### src/rtl/vram_fetch_scheduler_if.sv
// VRAM port bundle: the CPU request/ack handshake plus the shared VRAM address/strobe outputs.
// The slave side is the scheduler, and the master side is the CPU bus and VRAM.
interface vram_fetch_scheduler_if #(
  parameter int unsigned ADDR_W = 13
);
  logic              cpu_req;
  logic              cpu_we;
  logic [ADDR_W-1:0] cpu_addr;
  logic              cpu_ack;
  logic [ADDR_W-1:0] vram_addr;
  logic              vram_we;
  logic              disp_fetch;

  modport master (
    output cpu_req, cpu_we, cpu_addr,
    input  cpu_ack, vram_addr, vram_we, disp_fetch
  );

  modport slave (
    input  cpu_req, cpu_we, cpu_addr,
    output cpu_ack, vram_addr, vram_we, disp_fetch
  );
endinterface

### src/rtl/vram_fetch_scheduler.sv
// VRAM fetch scheduler.
// Tracks lines from the sync edges and runs one display fetch per slot on active lines.
// Slot cycle 0 belongs to the display. The CPU gets the VRAM port in every other cycle.
module vram_fetch_scheduler #(
  parameter logic [8:0]  LEFT_BORDER    = 9'd60,
  parameter logic [5:0]  BYTES_PER_LINE = 6'd32,
  parameter logic [3:0]  SLOT_CYCLES    = 4'd8,
  parameter logic [8:0]  TOP_BORDER     = 9'd25,
  parameter logic [8:0]  ACTIVE_LINES   = 9'd192,
  parameter logic [3:0]  LINES_PER_ROW  = 4'd12,
  parameter int unsigned ADDR_W         = 13
) (
  input  logic                   clk,
  input  logic                   reset,
  input  logic                   hsn,
  input  logic                   fsn,
  input  logic [ADDR_W-1:0]      base_addr,
  vram_fetch_scheduler_if.slave  bus,
  output logic                   preload,
  output logic                   rowclear,
  output logic                   active
);

  typedef enum logic [1:0] {StIdle, StBorder, StFetch, StDone} state_e;

  state_e            state_q, state_d;
  logic              hsn_q, fsn_q;
  logic [8:0]        line_cnt_q, line_cnt_d, line_inc;
  logic [ADDR_W-1:0] row_addr_q, row_addr_d;
  logic [3:0]        scan_q, scan_d;
  logic [8:0]        col_q, col_d;
  logic [5:0]        slot_q, slot_d;
  logic [3:0]        sc_q, sc_d;
  logic [ADDR_W-1:0] fetch_addr_q, fetch_addr_d;
  logic [ADDR_W-1:0] vram_addr_q, vram_addr_d;
  logic              vram_we_q, vram_we_d;
  logic              disp_fetch_q, disp_fetch_d;
  logic              cpu_ack_q, cpu_ack_d;
  logic              preload_q, preload_d;
  logic              rowclear_q, rowclear_d;
  logic              active_q, active_d;
  logic              hrise, frise, new_line_act, disp_slot, grant;

  assign hrise = hsn & ~hsn_q;
  assign frise = fsn & ~fsn_q;
  assign line_inc = (line_cnt_q == 9'h1FF) ? line_cnt_q : line_cnt_q + 9'd1;
  // frise wins over a coincident hrise, so that line is never counted or started
  assign new_line_act = hrise & ~frise &
                        ({1'b0, line_inc} >= {1'b0, TOP_BORDER}) &
                        ({1'b0, line_inc} < ({1'b0, TOP_BORDER} + {1'b0, ACTIVE_LINES}));
  assign disp_slot = (state_q == StFetch) && (sc_q == 4'd0);
  // No grant while the ack is showing, so a held request waits one idle cycle
  assign grant = bus.cpu_req & ~cpu_ack_q & ~disp_slot;

  // Next-state logic for the vertical tracking, the line FSM and the VRAM port
  always_comb begin
    state_d      = state_q;
    line_cnt_d   = line_cnt_q;
    row_addr_d   = row_addr_q;
    scan_d       = scan_q;
    col_d        = col_q;
    slot_d       = slot_q;
    sc_d         = sc_q;
    fetch_addr_d = fetch_addr_q;
    preload_d    = 1'b0;
    rowclear_d   = 1'b0;
    disp_fetch_d = 1'b0;
    vram_addr_d  = vram_addr_q;
    vram_we_d    = 1'b0;
    cpu_ack_d    = 1'b0;

    if (frise) begin
      line_cnt_d = 9'd0;
    end else if (hrise) begin
      line_cnt_d = line_inc;
    end

    unique case (state_q)
      StIdle: begin
        if (new_line_act) begin
          state_d = StBorder;
          col_d   = 9'd0;
        end
      end
      StBorder: begin
        col_d = col_q + 9'd1;
        if (col_q == LEFT_BORDER - 9'd2) preload_d = 1'b1;
        if (col_q == LEFT_BORDER - 9'd1) begin
          state_d      = StFetch;
          slot_d       = 6'd0;
          sc_d         = 4'd0;
          fetch_addr_d = row_addr_q;
          rowclear_d   = (scan_q == 4'd0);
        end
      end
      StFetch: begin
        if (sc_q == 4'd0) begin
          disp_fetch_d = 1'b1;
          fetch_addr_d = fetch_addr_q + ADDR_W'(1);
        end
        if (sc_q == SLOT_CYCLES - 4'd1) begin
          sc_d   = 4'd0;
          slot_d = slot_q + 6'd1;
          if (slot_q == BYTES_PER_LINE - 6'd1) state_d = StDone;
        end else begin
          sc_d = sc_q + 4'd1;
        end
      end
      StDone: begin
        if (scan_q == LINES_PER_ROW - 4'd1) begin
          scan_d     = 4'd0;
          row_addr_d = row_addr_q + ADDR_W'(BYTES_PER_LINE);
        end else begin
          scan_d = scan_q + 4'd1;
        end
        state_d = StIdle;
      end
      default: state_d = StIdle;
    endcase

    if (frise) begin
      state_d      = StIdle;
      row_addr_d   = base_addr;
      scan_d       = 4'd0;
      preload_d    = 1'b0;
      rowclear_d   = 1'b0;
      disp_fetch_d = 1'b0;
    end else if (hrise && state_q != StIdle) begin
      // Abort the current line without advancing the row or the scanline.
      // The same hrise then decides whether the next line starts.
      preload_d    = 1'b0;
      rowclear_d   = 1'b0;
      disp_fetch_d = 1'b0;
      state_d      = new_line_act ? StBorder : StIdle;
      col_d        = 9'd0;
    end

    if (disp_fetch_d) begin
      vram_addr_d = fetch_addr_q;
    end else if (grant) begin
      vram_addr_d = bus.cpu_addr;
      vram_we_d   = bus.cpu_we;
      cpu_ack_d   = 1'b1;
    end

    active_d = (state_d == StFetch);
  end

  // State and registered outputs; the sync copies reset high so release shows no edge
  always_ff @(posedge clk or posedge reset) begin
    if (reset) begin
      state_q      <= StIdle;
      hsn_q        <= 1'b1;
      fsn_q        <= 1'b1;
      line_cnt_q   <= 9'd0;
      row_addr_q   <= '0;
      scan_q       <= 4'd0;
      col_q        <= 9'd0;
      slot_q       <= 6'd0;
      sc_q         <= 4'd0;
      fetch_addr_q <= '0;
      vram_addr_q  <= '0;
      vram_we_q    <= 1'b0;
      disp_fetch_q <= 1'b0;
      cpu_ack_q    <= 1'b0;
      preload_q    <= 1'b0;
      rowclear_q   <= 1'b0;
      active_q     <= 1'b0;
    end else begin
      state_q      <= state_d;
      hsn_q        <= hsn;
      fsn_q        <= fsn;
      line_cnt_q   <= line_cnt_d;
      row_addr_q   <= row_addr_d;
      scan_q       <= scan_d;
      col_q        <= col_d;
      slot_q       <= slot_d;
      sc_q         <= sc_d;
      fetch_addr_q <= fetch_addr_d;
      vram_addr_q  <= vram_addr_d;
      vram_we_q    <= vram_we_d;
      disp_fetch_q <= disp_fetch_d;
      cpu_ack_q    <= cpu_ack_d;
      preload_q    <= preload_d;
      rowclear_q   <= rowclear_d;
      active_q     <= active_d;
    end
  end

  assign bus.vram_addr  = vram_addr_q;
  assign bus.vram_we    = vram_we_q;
  assign bus.disp_fetch = disp_fetch_q;
  assign bus.cpu_ack    = cpu_ack_q;
  assign preload        = preload_q;
  assign rowclear       = rowclear_q;
  assign active         = active_q;

endmodule

### src/flat_wrapper.sv
// flat-port wrapper written by rule: the top's interface ports become plain ports
module vram_fetch_scheduler_flat 
#(
  parameter logic [8:0]  LEFT_BORDER    = 9'd60,
  parameter logic [5:0]  BYTES_PER_LINE = 6'd32,
  parameter logic [3:0]  SLOT_CYCLES    = 4'd8,
  parameter logic [8:0]  TOP_BORDER     = 9'd25,
  parameter logic [8:0]  ACTIVE_LINES   = 9'd192,
  parameter logic [3:0]  LINES_PER_ROW  = 4'd12,
  parameter int unsigned ADDR_W         = 13
)
  (clk, reset, hsn, fsn, base_addr, preload, rowclear, active, bus_cpu_req, bus_cpu_we, bus_cpu_addr, bus_cpu_ack, bus_vram_addr, bus_vram_we, bus_disp_fetch);
  vram_fetch_scheduler_if #(.ADDR_W(ADDR_W)) bus_i ();
  input  logic clk;
  input  logic reset;
  input  logic hsn;
  input  logic fsn;
  input  logic [ADDR_W-1:0] base_addr;
  output logic preload;
  output logic rowclear;
  output logic active;
  input wire logic [$bits(bus_i.cpu_req)-1:0] bus_cpu_req;
  input wire logic [$bits(bus_i.cpu_we)-1:0] bus_cpu_we;
  input wire logic [$bits(bus_i.cpu_addr)-1:0] bus_cpu_addr;
  output wire logic [$bits(bus_i.cpu_ack)-1:0] bus_cpu_ack;
  output wire logic [$bits(bus_i.vram_addr)-1:0] bus_vram_addr;
  output wire logic [$bits(bus_i.vram_we)-1:0] bus_vram_we;
  output wire logic [$bits(bus_i.disp_fetch)-1:0] bus_disp_fetch;
  assign bus_i.cpu_req = bus_cpu_req;
  assign bus_i.cpu_we = bus_cpu_we;
  assign bus_i.cpu_addr = bus_cpu_addr;
  assign bus_cpu_ack = bus_i.cpu_ack;
  assign bus_vram_addr = bus_i.vram_addr;
  assign bus_vram_we = bus_i.vram_we;
  assign bus_disp_fetch = bus_i.disp_fetch;
  vram_fetch_scheduler #(.LEFT_BORDER(LEFT_BORDER), .BYTES_PER_LINE(BYTES_PER_LINE), .SLOT_CYCLES(SLOT_CYCLES), .TOP_BORDER(TOP_BORDER), .ACTIVE_LINES(ACTIVE_LINES), .LINES_PER_ROW(LINES_PER_ROW), .ADDR_W(ADDR_W)) u_core (.clk(clk), .reset(reset), .hsn(hsn), .fsn(fsn), .base_addr(base_addr), .bus(bus_i), .preload(preload), .rowclear(rowclear), .active(active));
endmodule
### config.mk
export PLATFORM = sky130hd
export DESIGN_NAME = vram_fetch_scheduler_flat
export DESIGN_NICKNAME = d
export VERILOG_FILES = /design/src/rtl/vram_fetch_scheduler_if.sv /design/src/rtl/vram_fetch_scheduler.sv /design/src/flat_wrapper.sv
export SDC_FILE = /design/constraint.sdc
export NUM_CORES = 1
export LEC_CHECK = 0
export CAP_MARGIN = 20
export CORE_AREA = 10 10 106 108
export CTS_CLUSTER_SIZE = 40
export DETAILED_ROUTE_END_ITERATION = 16
export DIE_AREA = 0 0 116 118
export PLACE_DENSITY = 0.71
export SETUP_SLACK_MARGIN = 0.2
export SLEW_MARGIN = 10
export SYNTH_ARGS = -nofsm -noshare
export SYNTH_HDL_FRONTEND = slang
export SYNTH_SLANG_ARGS = --single-unit
### constraint.sdc
create_clock -name clk -period 7.6 [get_ports clk]
set_input_delay 1.52 -clock clk [delete_from_list [all_inputs] [get_ports clk]]
set_output_delay 1.52 -clock clk [all_outputs]
set_load 0.02 [all_outputs]
* After elaboration in Yosys (flattened, before gate mapping) *
Cells that the tools add are included.

cells by class
  add/subtract/negate cells = 7
  reductions and logical operators = 15
  bitwise gates (word level) = 12
  eq/ne operators = 13
  mux-type cells = 48
  magnitude comparators = 2

operator list
  operator                 number
  $mux W13                 7
  $mux W9                  6
  $pmux W13 S2             1
  $mux W4                  5
  $add A9 B1 Y9 const B    2
  $eq A9 B6 Y1 const B     2
  $pmux W9 S2              1
  $mux W1                  17
  $add A13 B1 Y13 const B  1
  $add A13 B6 Y13 const B  1
  $mux W2                  6
  $mux W6                  2
  $pmux W6 S2              1
  $reduce_bool A2 Y1       6
  $eq A9 B9 Y1 const B     1
  $ge A9 B5 Y1 const B     1
  $lt A9 B8 Y1 const B     1
  $add A4 B1 Y4 const B    2
  $logic_not A4 Y1         2
  $pmux W2 S4              1
  $pmux W4 S2              1
  $and A1 B1 Y1            7
  $add A6 B1 Y6 const B    1
  $eq A2 B2 Y1 const B     3
  11 further kinds         19

word-level totals
  output and inout bits = 19
  input bits = 32
  logic and storage cells = 114
  register bits after elaboration = 81

* Depth between registers and ports, before layout *
Gate-level depths: netlist (run 1).

  word-level depth = 11
  mapped depth = 10

* Least setup slack after synthesis (run 1) *
OpenSTA, ideal clock, no wires.

  path type = input to register
  start = input port fsn
  end = register u_core.col_q[7]
  slack = 4.587 ns
  stages = 6
  arrival time = 2.861 ns
  data required time = 7.448 ns
  library setup time = 0.152 ns
  cell sequence = nor2b_1 > clkbuf_1 > or4_1 > a31o_2 > o21ai_2 > o22ai_1

between the ends
  word-level cells in the longest chain between the ends = 9

RTL lines
  what                         line                         text
  from (decl)                  flat_wrapper.sv:17           input logic fsn;
  $and A1 B1 Y1 *              vram_fetch_scheduler.sv:45   assign frise = fsn & ~fsn_q;
  $not A1 Y1                   vram_fetch_scheduler.sv:48   assign new_line_act = hrise & ~frise &
  $and A1 B1 Y1 (2 in series)  vram_fetch_scheduler.sv:48
  $and A1 B1 Y1                vram_fetch_scheduler.sv:49   ({1'b0, line_inc} >= {1'b0, TOP_BORDER}) &
  $mux W9                      vram_fetch_scheduler.sv:80   if (new_line_act) begin
  $pmux W9 S2                  vram_fetch_scheduler.sv:78   unique case (state_q)
  $mux W9                      vram_fetch_scheduler.sv:128  end else if (hrise && state_q != StIdle) begin
  $mux W9 *                    vram_fetch_scheduler.sv:121  if (frise) begin
  via u_core.col_d[7]          vram_fetch_scheduler.sv:31   logic [8:0] col_q, col_d;
  to (signal assigned)         vram_fetch_scheduler.sv:176  col_q <= col_d;
  to (decl)                    vram_fetch_scheduler.sv:31

The timed path passes the listed nets; every way through them passes the cells marked *.
A chain may end at the register's enable or synchronous reset.

* Final worst setup path (run 1) *
  start = input port fsn
  end = register u_core.vram_addr_q[10], in the netlist u_core.bus.vram_addr[10]

between the ends
  word-level cells in the longest chain between the ends = 3
  elaborated cells on any way between the ends = 4

RTL lines
  what                                                   line                         text
  $and A1 B1 Y1 *                                        vram_fetch_scheduler.sv:45
  $mux W1 *                                              vram_fetch_scheduler.sv:121
  $mux W13 / $reduce_bool A2 Y1 (equally long branches)  -
  to (signal assigned)                                   vram_fetch_scheduler.sv:180  vram_addr_q <= vram_addr_d;
  to (decl)                                              vram_fetch_scheduler.sv:35   logic [ADDR_W-1:0] vram_addr_q, vram_addr_d;

Mark *: on every way between the ends. The rest lies on a longest branch, timed or not.

==> results of run 1 <==
[cell type report]
type	instances	area share (%)
Multi-Input combinational cell	358	42.2
Tap cell	111	2.68
Inverter	22	1.62
Sequential cell	81	39.2
Clock inverter	6	0.966
Timing Repair Buffer	54	10.7
Clock buffer	10	2.66
[cell families (layout without fill, tap and decap cells)]
| family | after synthesis | in the layout | synth area share (%) |
|---|---|---|---|
| AO/OA/AOI/OAI | 115 | 115 | 16.8 |
| AND/OR/NAND/NOR | 197 | 197 | 21.7 |
| flip-flops | 81 | 81 | 45.9 |
| buffers and inverters | 47 | 92 | 4.84 |
| multiplexers | 10 | 10 | 2.29 |
| adder cells (fa/ha/maj) | 15 | 15 | 4.25 |
| XOR/XNOR | 21 | 21 | 4.16 |
[report_power, final]
group	total, mW	internal (mW)	switching, mW
combinational	0.463	0.196	0.266
sequential	0.633	0.519	0.114
clock	0.299	0.131	0.168
total	1.39	0.847	0.548
[worst max-delay path: cells and delay by family]
kind                   cells  cell delay (ns)
buffers and inverters      2             0.72
AND/OR/NAND/NOR            5             1.65
AO/OA/AOI/OAI              1             0.12
[stage by stage]
step	instance area, um^2	std cells	setup slack, ns	hold WS, ns	utilization [%]
2_1_floorplan	4420	486	4.00	0.445	-
3_3_place_gp	4940	623	3.08	0.461	54.3
3_5_place_dp	4940	623	2.93	0.469	54.3
4_1_cts	5130	639	3.32	0.490	56.3
5_1_grt	5180	642	3.63	0.516	56.9
6_report	5180	642	3.87	0.493	56.9
[registers in the layout, indices dropped and copies added (netlist names)]
signal / flops
u_core.bus.vram_addr: 13
u_core.fetch_addr_q: 13
u_core.row_addr_q: 13
u_core.col_q: 9
u_core.line_cnt_q: 9
u_core.slot_q: 6
u_core.sc_q: 4
u_core.scan_q: 4
u_core.state_q: 2
u_core.active: 1
u_core.bus.cpu_ack: 1
u_core.bus.disp_fetch: 1
u_core.bus.vram_we: 1
u_core.fsn_q: 1
u_core.hsn_q: 1
u_core.preload: 1
u_core.rowclear: 1
[worst min path at each step]
stage                                        start                       end  slack (ns)
after floorplan               u_core.row_addr_q[0]      u_core.row_addr_q[0]        0.44
after global placement     u_core.bus.vram_addr[2]   u_core.bus.vram_addr[2]        0.46
after detailed placement   u_core.bus.vram_addr[2]   u_core.bus.vram_addr[2]        0.47
after CTS                  u_core.bus.vram_addr[2]   u_core.bus.vram_addr[2]        0.49
after global routing      u_core.bus.vram_addr[12]  u_core.bus.vram_addr[12]        0.52
final                      u_core.bus.vram_addr[2]   u_core.bus.vram_addr[2]        0.49
[layout by cell type, fill, tap and decap left out, drive strengths merged, types with 6 or more instances in the layout]
master and instances:
a21oi 30, a22oi 13, a31oi 7, and3 19, clkbuf 10, clkdlybuf4s50 50, dfrtp 79, ha 15
inv 23, mux2i 9, nand2 71, nand3 25, nand4 10, nor2 29, nor2b 6, nor3 17
o21ai 30, o22ai 19, xnor2 10, xor2 11
[routing by layer]
layer	routed length [um]	vias to the layer above	GRT usage, %
li1	-	1809	-
met3	510	13	3.92
met4	104	0	3.52
met2	4760	77	23.6
met5	0	-	0
met1	4780	1756	20.1
==> reports/metrics.yaml, run 1 <==
finish:
  ff_latch_area_mm2: 0.00203
  diodes: 0
  area_growth_pct: 17.2
  drive_above_1_share_pct: 7.34
  multi_input_area_mm2: 0.00218
  layout.nets: 573
  nFillCells: 833
floorplan:
  row_count: 35
  die_h_um: 118
  initial_core_util_pct: 48.5
  dieArea_mm2: 0.0137
  core_area_mm2: 0.00911
  num_io_pins: 51
  die_width_um: 116
setup_path:
  critical_path_required_ns: 7.90
  cp_max_fo: 27
  rr_startpoint: "u_core.state_q[0]"
  rrSetupSlack_ns: 4.51
  cp_data_arrival_time_ns: 4.03
  worstSetupStartpointType: "input port"
  cp-end-kind: "flop"
  cp-endpoint: "u_core.bus.vram_addr[10]"
  cp_common_cell: "nand2_1"
  cp_slowest_stage_delay_ns: 0.67
  r2r-end: "u_core.bus.vram_addr[10]"
  crit_path_start: "fsn"
  critPathKind: "in -> reg"
  path_cells: "clkdlybuf4s50_1 > nor2b_2 > buf_8 > a21oi_1 > and3b_1 > nor2_1 > nand2_1 > nand2_1"
  cpMaxStageDelayCell: "nor2_1"
  r2r_cells: 7
timing:
  tightestPinTransition_ns: 1.03
  setup_tns_ns: 0
  max_slew_margin_pct: 31.1
  slew_viol_final: 0
  skew_ns: 0.0138
  hold_violations: 0
  fin_crit_sh_pct: 49.1
  grt_setup_unrepaired: "false"
  fmax_mhz: 268
  setup_viol: 0
  period_needed_ns: 3.73
routing:
  ant_nets: 0
  dr.pass1.iters: 4
  routedWlPerCell_um: 15.8
  drt-total-wl_um: 10200
  drc: 0
  vias_per_cell: 5.69
  via_count: 3655
  drt_iter0_markers: 208
cts:
  root_buffer: "clkbuf_8"
  htree_levels: 3
  cts_tree: "yes"
  hold_buffers: 0
  cts_made_buffers: 9
  clk_latency_ns: 0.36
  cts_sinks: 81
  clk_pin_slew_ns: 0.10
  clk_path_buf_depth: 2
  cts_post_setup_buffers_inserted: 0
  postCtsResizedCells: 0
logic_synthesis:
  ys_seq_elements: 81
  ys_seq_area_share_pct: 45.9
  async_flop_share_pct: 100
  synth_most_common_cell: "dfrtp_1"
  synth_area_per_cell_um2: 9.09
  synth_edf_count: 0
  yosys_warnings: 0
  synth_commonest_cells: "79 x dfrtp_1, 71 x nand2_1, 29 x nor2_1"
  yosysTopAreaCell: "dfrtp_1"
  synthTopCellsByArea: "dfrtp_1 45%, nand2_1 6.0%, ha_1 4.2%"
  synthCells: 486
  synth-main-ff-cell: "dfrtp_1"
  yosysUniqueCellTypes: 53
  synth_fp_nets: 533
  synth_area_mm2: 0.00442
  synth_top_area_share_pct: 44.7
hold_path:
  worstHoldPathCells: 2
  hp-class: "reg -> reg"
status:
  status: "finished, final reports clean"
pwr:
  leakagePower_nw: 2.22
  power_mw: 1.39
  irDropWorstVdd_mv: 0.128
  p_per_area_mw_per_mm2: 269
placed_design:
  hpwlAfterDp_um: 7250
  gp_congestion: 0.810
  portBuffers: 50
global_route:
  grt_antenna_before_repair: 0
  grt_pass1_wl_um: 17300
  overflow: 0
  grt_start_max_net_pins: 82
  gr-usage-all-layers_pct: 15.0
  grt_pass1_vias: 3582
job:
  maxCapViolCount: 0
Power figures use the tool's default switching activity.
==> run 2: changes to the inputs <==
- clock period: 7.6 -> 3.89 ns (I/O delays scaled with it)
==> run 2 against run 1 <==
  * Wire length shrank 2.0%
  * Global-route usage is essentially flat
  * Sequential power increased by 94%
  * Clock power is 150% higher
  * Clock skew decreased by 0.00077 ns
  * Die area did not move
  * Non-clock buffer count rose by 3
  * Combinational power increased by 96%
  * First-iteration DRC count up 37%
  * Worst setup slack worse by 2.9 ns
  * Sequential cell count unchanged
  * Register-to-register slack worse by 3.5 ns
  * Largest cell class unchanged
==> reports/metrics.yaml, run 2 (same netlist as run 1, synthesis figures left out) <==
global_route:
  gr-usage-all-layers_pct: 15.0
  grt_antenna_before_repair: 0
  grt_pass1_wl_um: 17200
  grt_start_max_net_pins: 37
  grt_pass1_vias: 3516
  overflow: 0
placed_design:
  portBuffers: 50
  gp_congestion: 0.842
  hpwlAfterDp_um: 7300
pwr:
  irDropWorstVdd_mv: 0.245
  leakagePower_nw: 2.26
  p_per_area_mw_per_mm2: 550
  power_mw: 2.88
finish:
  drive_above_1_share_pct: 7.69
  nFillCells: 811
  layout.nets: 576
  area_growth_pct: 18.3
  layout_common_cells: "79 x dfrtp_1, 71 x nand2_1, 50 x clkdlybuf4s50_1"
  diodes: 0
  mostFrequentLayoutCell: "dfrtp_1"
cts:
  postCtsResizedCells: 0
  clk_pin_slew_ns: 0.09
  cts_made_buffers: 9
  hold_buffers: 0
  root_buffer: "clkbuf_8"
  cts_post_setup_buffers_inserted: 0
  cts_tree: "yes"
  clk_path_buf_depth: 2
  cts_sinks: 81
  htree_levels: 3
  clk_latency_ns: 0.36
timing:
  setup_tns_ns: 0
  fin_crit_sh_pct: 74.1
  tightestPinTransition_ns: 0.876
  setup_viol: 0
  period_needed_ns: 2.88
  grt_setup_unrepaired: "false"
  skew_ns: 0.0130
  hold_violations: 0
  slew_viol_final: 0
  max_slew_margin_pct: 41.6
  fmax_mhz: 347
routing:
  via_count: 3661
  drc: 0
  vias_per_cell: 5.68
  routedWlPerCell_um: 15.5
  dr.pass1.iters: 5
  ant_nets: 0
  drt_iter0_markers: 284
  drt-total-wl_um: 9950
floorplan:
  row_count: 35
  die_width_um: 116
  initial_core_util_pct: 48.5
  dieArea_mm2: 0.0137
  core_area_mm2: 0.00911
  die_h_um: 118
  num_io_pins: 51
setup_path:
  cp_max_fo: 26
  critical_path_required_ns: 4.13
  critPathKind: "reg -> reg"
  cp_data_arrival_time_ns: 3.12
  path_cells: "or4b_4 > o41ai_4 > and3_1 > nand4_1 > mux2i_1 > a21oi_1"
  cp_slowest_stage_delay_ns: 0.84
  cpMaxStageDelayCell: "and3_1"
  worstSetupStartpointType: "flop"
  cp-end-kind: "flop"
job:
  maxCapViolCount: 0
hold_path:
  hp-class: "reg -> reg"
status:
  status: "finished, final reports clean"
==> run 2: report_power, final <==
group / switching, mW / total, mW / internal [mW]
sequential: 0.213 / 1.23 / 1.01
clock: 0.316 / 0.744 / 0.427
combinational: 0.519 / 0.906 / 0.386
total: 1.05 / 2.88 / 1.83
==> run 2: metal layers <==
| metal | up-vias | track usage (%) | part of all wire, % | routed length (um) |
|---|---|---|---|---|
| li1 | 1813 | - | - | - |
| met1 | 1754 | 20.9 | 47 | 4670 |
| met2 | 83 | 22.6 | 46 | 4610 |
| met3 | 11 | 2.75 | 5.5 | 550 |
| met4 | 0 | 5.40 | 1.2 | 117 |
| met5 | - | 0 | 0 | 0 |
==> run 2: critical path: cells and delay by family (launching register included) <==
family / cells / cell delay [ns]
multiplexers: 1 / 0.18
flip-flops: 1 / 0.44
AO/OA/AOI/OAI: 2 / 0.57
AND/OR/NAND/NOR: 3 / 1.57
==> run 2: layout make-up <==
type	count	area (um^2)	share of cell area, %
Multi-Input combinational cell	358	2180	41.8
Sequential cell	81	2030	38.8
Timing Repair Buffer	57	553	10.6
Tap cell	111	139	2.66
Clock buffer	9	124	2.37
Clock inverter	6	116	2.22
Inverter	22	83.8	1.60
==> run 2: path summary, 6_finish.rpt <==
| check | startpoint | endpoint | slack (ns) | depth (start not counted) |
|---|---|---|---|---|
| setup / recovery | u_core.col_q[2] | u_core.fetch_addr_q[12] | 1.01 | 6 |
| hold reg to reg | u_core.bus.vram_addr[2] | u_core.bus.vram_addr[2] | 0.49 | 2 |
| setup reg to reg | u_core.col_q[2] | u_core.fetch_addr_q[12] | 1.01 | 6 |
| min in group asynchronous | reset | u_core.bus.vram_addr[9] | 0.67 | 2 |
| max in group asynchronous | reset | u_core.fsn_q | 2.46 | 3 |
| hold / removal | u_core.bus.vram_addr[2] | u_core.bus.vram_addr[2] | 0.49 | 2 |
==> run 2: metrics by stage <==
stage          std cells  util, %  hold slack, ns  instance area [um^2]  worst slack, ns
2_1_floorplan        486        -           0.445                  4420             1.04
3_3_place_gp         629     54.8           0.460                  4990            0.808
3_5_place_dp         629     54.8           0.468                  4990            0.679
4_1_cts              644     57.4           0.488                  5230             1.03
5_1_grt              644     57.4           0.514                  5230            0.817
6_report             644     57.4           0.486                  5230             1.01
==> run 3: changes to the inputs <==
- PLACE_DENSITY: 0.71 -> 0.73
- clock period: 3.89 -> 2.35 ns (I/O delays scaled with it)
==> run 3 against run 2 <==
  * Clock-buffer cell count is 1 higher
  * Clock skew hardly changed
  * Critical path depth stayed put
  * Clock power is 47% higher
  * Hold slack worse by 0.0023 ns
  * Register-to-register slack worse by 0.80 ns
  * Total power is 68% higher
  * Sequential cell count stayed put
  * Cell area is 4.2% higher
==> reports/metrics.yaml, run 3 (same netlist as run 1, synthesis figures left out) <==
timing:
  slew_viol_final: 0
  holdWs_ns: 0.484
  fin_crit_sh_pct: 91.3
  fmax_mhz: 466
  hold_violations: 0
  max_slew_margin_pct: 56.8
  skew_ns: 0.0134
  setup_viol: 0
  period_needed_ns: 2.14
  tightestPinTransition_ns: 0.646
  grt_setup_unrepaired: "true"
setup_path:
  cpMaxStageDelayCell: "or4b_4"
  path_cells: "or4b_4 > o41ai_4 > buf_4 > o21ai_2 > or4_1 > nand3_1"
  cp_slowest_stage_delay_ns: 0.56
  critical_path_required_ns: 2.64
  cp-end-kind: "flop"
  cp_max_fo: 5
  critPathKind: "reg -> reg"
  worstSetupStartpointType: "flop"
  cp_data_arrival_time_ns: 2.44
routing:
  via_count: 3786
  ant_nets: 0
  drc: 0
  drt_iter0_markers: 227
  routedWlPerCell_um: 15.3
  vias_per_cell: 5.68
  drt-total-wl_um: 10200
  dr.pass1.iters: 4
cts:
  root_buffer: "clkbuf_8"
  clk_path_buf_depth: 2
  cts_made_buffers: 9
  cts_sinks: 81
  clk_latency_ns: 0.36
  cts_tree: "yes"
  clk_pin_slew_ns: 0.09
  htree_levels: 3
floorplan:
  dieArea_mm2: 0.0137
  initial_core_util_pct: 48.5
  row_count: 35
  num_io_pins: 51
  die_width_um: 116
  die_h_um: 118
  core_area_mm2: 0.00911
placed_design:
  dpl.cell_count: 648
  gp_congestion: 0.849
  hpwlAfterDp_um: 7480
  portBuffers: 50
global_route:
  overflow: 0
  grt_pass1_wl_um: 17300
  grt_start_max_net_pins: 28
  gr-usage-all-layers_pct: 15.0
  grt_antenna_before_repair: 0
  grt_pass1_vias: 3586
pwr:
  leakagePower_nw: 2.37
  irDropWorstVdd_mv: 0.397
  p_per_area_mw_per_mm2: 886
  power_mw: 4.82
finish:
  multi_input_area_mm2: 0.00222
  ff_latch_area_mm2: 0.00203
  nFillCells: 790
  mostFrequentLayoutCell: "dfrtp_1"
  drive_above_1_share_pct: 13.1
  layout_common_cells: "77 x dfrtp_1, 71 x nand2_1, 50 x clkdlybuf4s50_1"
  final_util_pct: 59.8
  diodes: 0
  fin_cells: 667
  layout.nets: 598
  area_growth_pct: 23.3
job:
  maxCapViolCount: 0
hold_path:
  hp-class: "reg -> reg"
status:
  status: "finished, final reports clean"
run 3: changes by cell type in the layout (fill, tap and decap cells not counted), moves of 2 or more:
cell / previous run / this run
bufinv_16: 3 / 1
buf_4: 7 / 25
dfrtp_2: 0 / 2
dfrtp_1: 79 / 77
buf_12: 0 / 3
o21ai_0: 23 / 21
run 3: area by class of cell:
cell class / instances / share of cell area, %
Tap cell: 111 / 2.55
Timing Repair Buffer: 79 / 13.9
Multi-Input combinational cell: 358 / 40.8
Clock buffer: 10 / 2.53
Clock inverter: 6 / 1.33
Inverter: 22 / 1.58
Sequential cell: 81 / 37.3
run 3: per-stage QoR:
step	cell area (um^2)	worst slack, ns	setup TNS [ns]
after floorplan	4420	0.211	0
after global placement	5170	-0.131	-1.64
after detailed placement	5170	-0.159	-1.82
after CTS	5410	0.199	0
after global routing	5450	0.115	0
final	5450	0.205	0
run 3: timing repair:
action                     CTS  global route
buffers inserted             2             1
setup endpoints to repair   15            41
hold buffers                 0             0
pin swaps                    1             2
resized for setup            4            10
run 3: path summary, 6_finish.rpt:
kind | endpoint | cells after the start | slack [ns] | start
max in group asynchronous | u_core.sc_q[1] | 3 | 1.20 | reset
min in group asynchronous | u_core.fetch_addr_q[0] | 2 | 0.55 | reset
worst max register to register | u_core.sc_q[3] | 6 | 0.21 | u_core.col_q[8]
worst max-delay path | u_core.sc_q[3] | 6 | 0.21 | u_core.col_q[8]
worst min-delay path | u_core.row_addr_q[1] | 2 | 0.48 | u_core.row_addr_q[1]
worst min register to register | u_core.row_addr_q[1] | 2 | 0.48 | u_core.row_addr_q[1]
run 3: metal layers:
layer / wire length [um] / global-route usage, % / vias to the layer above
li1: - / - / 1859
met1: 4850 / 20.7 / 1812
met5: 0 / 0 / -
met3: 544 / 3.11 / 13
met4: 144 / 5.24 / 0
met2: 4670 / 22.7 / 102
run 3: worst max-delay path, delay by kind of cell, from the launching register on:
kind / cells / cell delay, ns
and+or+nand+nor: 3 / 1.13
DFF: 1 / 0.39
AOI/OAI and AO/OA: 2 / 0.34
buffers and inverters: 1 / 0.20
run 3: power breakdown:
group	switching, mW	internal [mW]
logic	0.930	0.787
clock network	0.554	0.535
registers	0.339	1.68
total	1.82	3.00
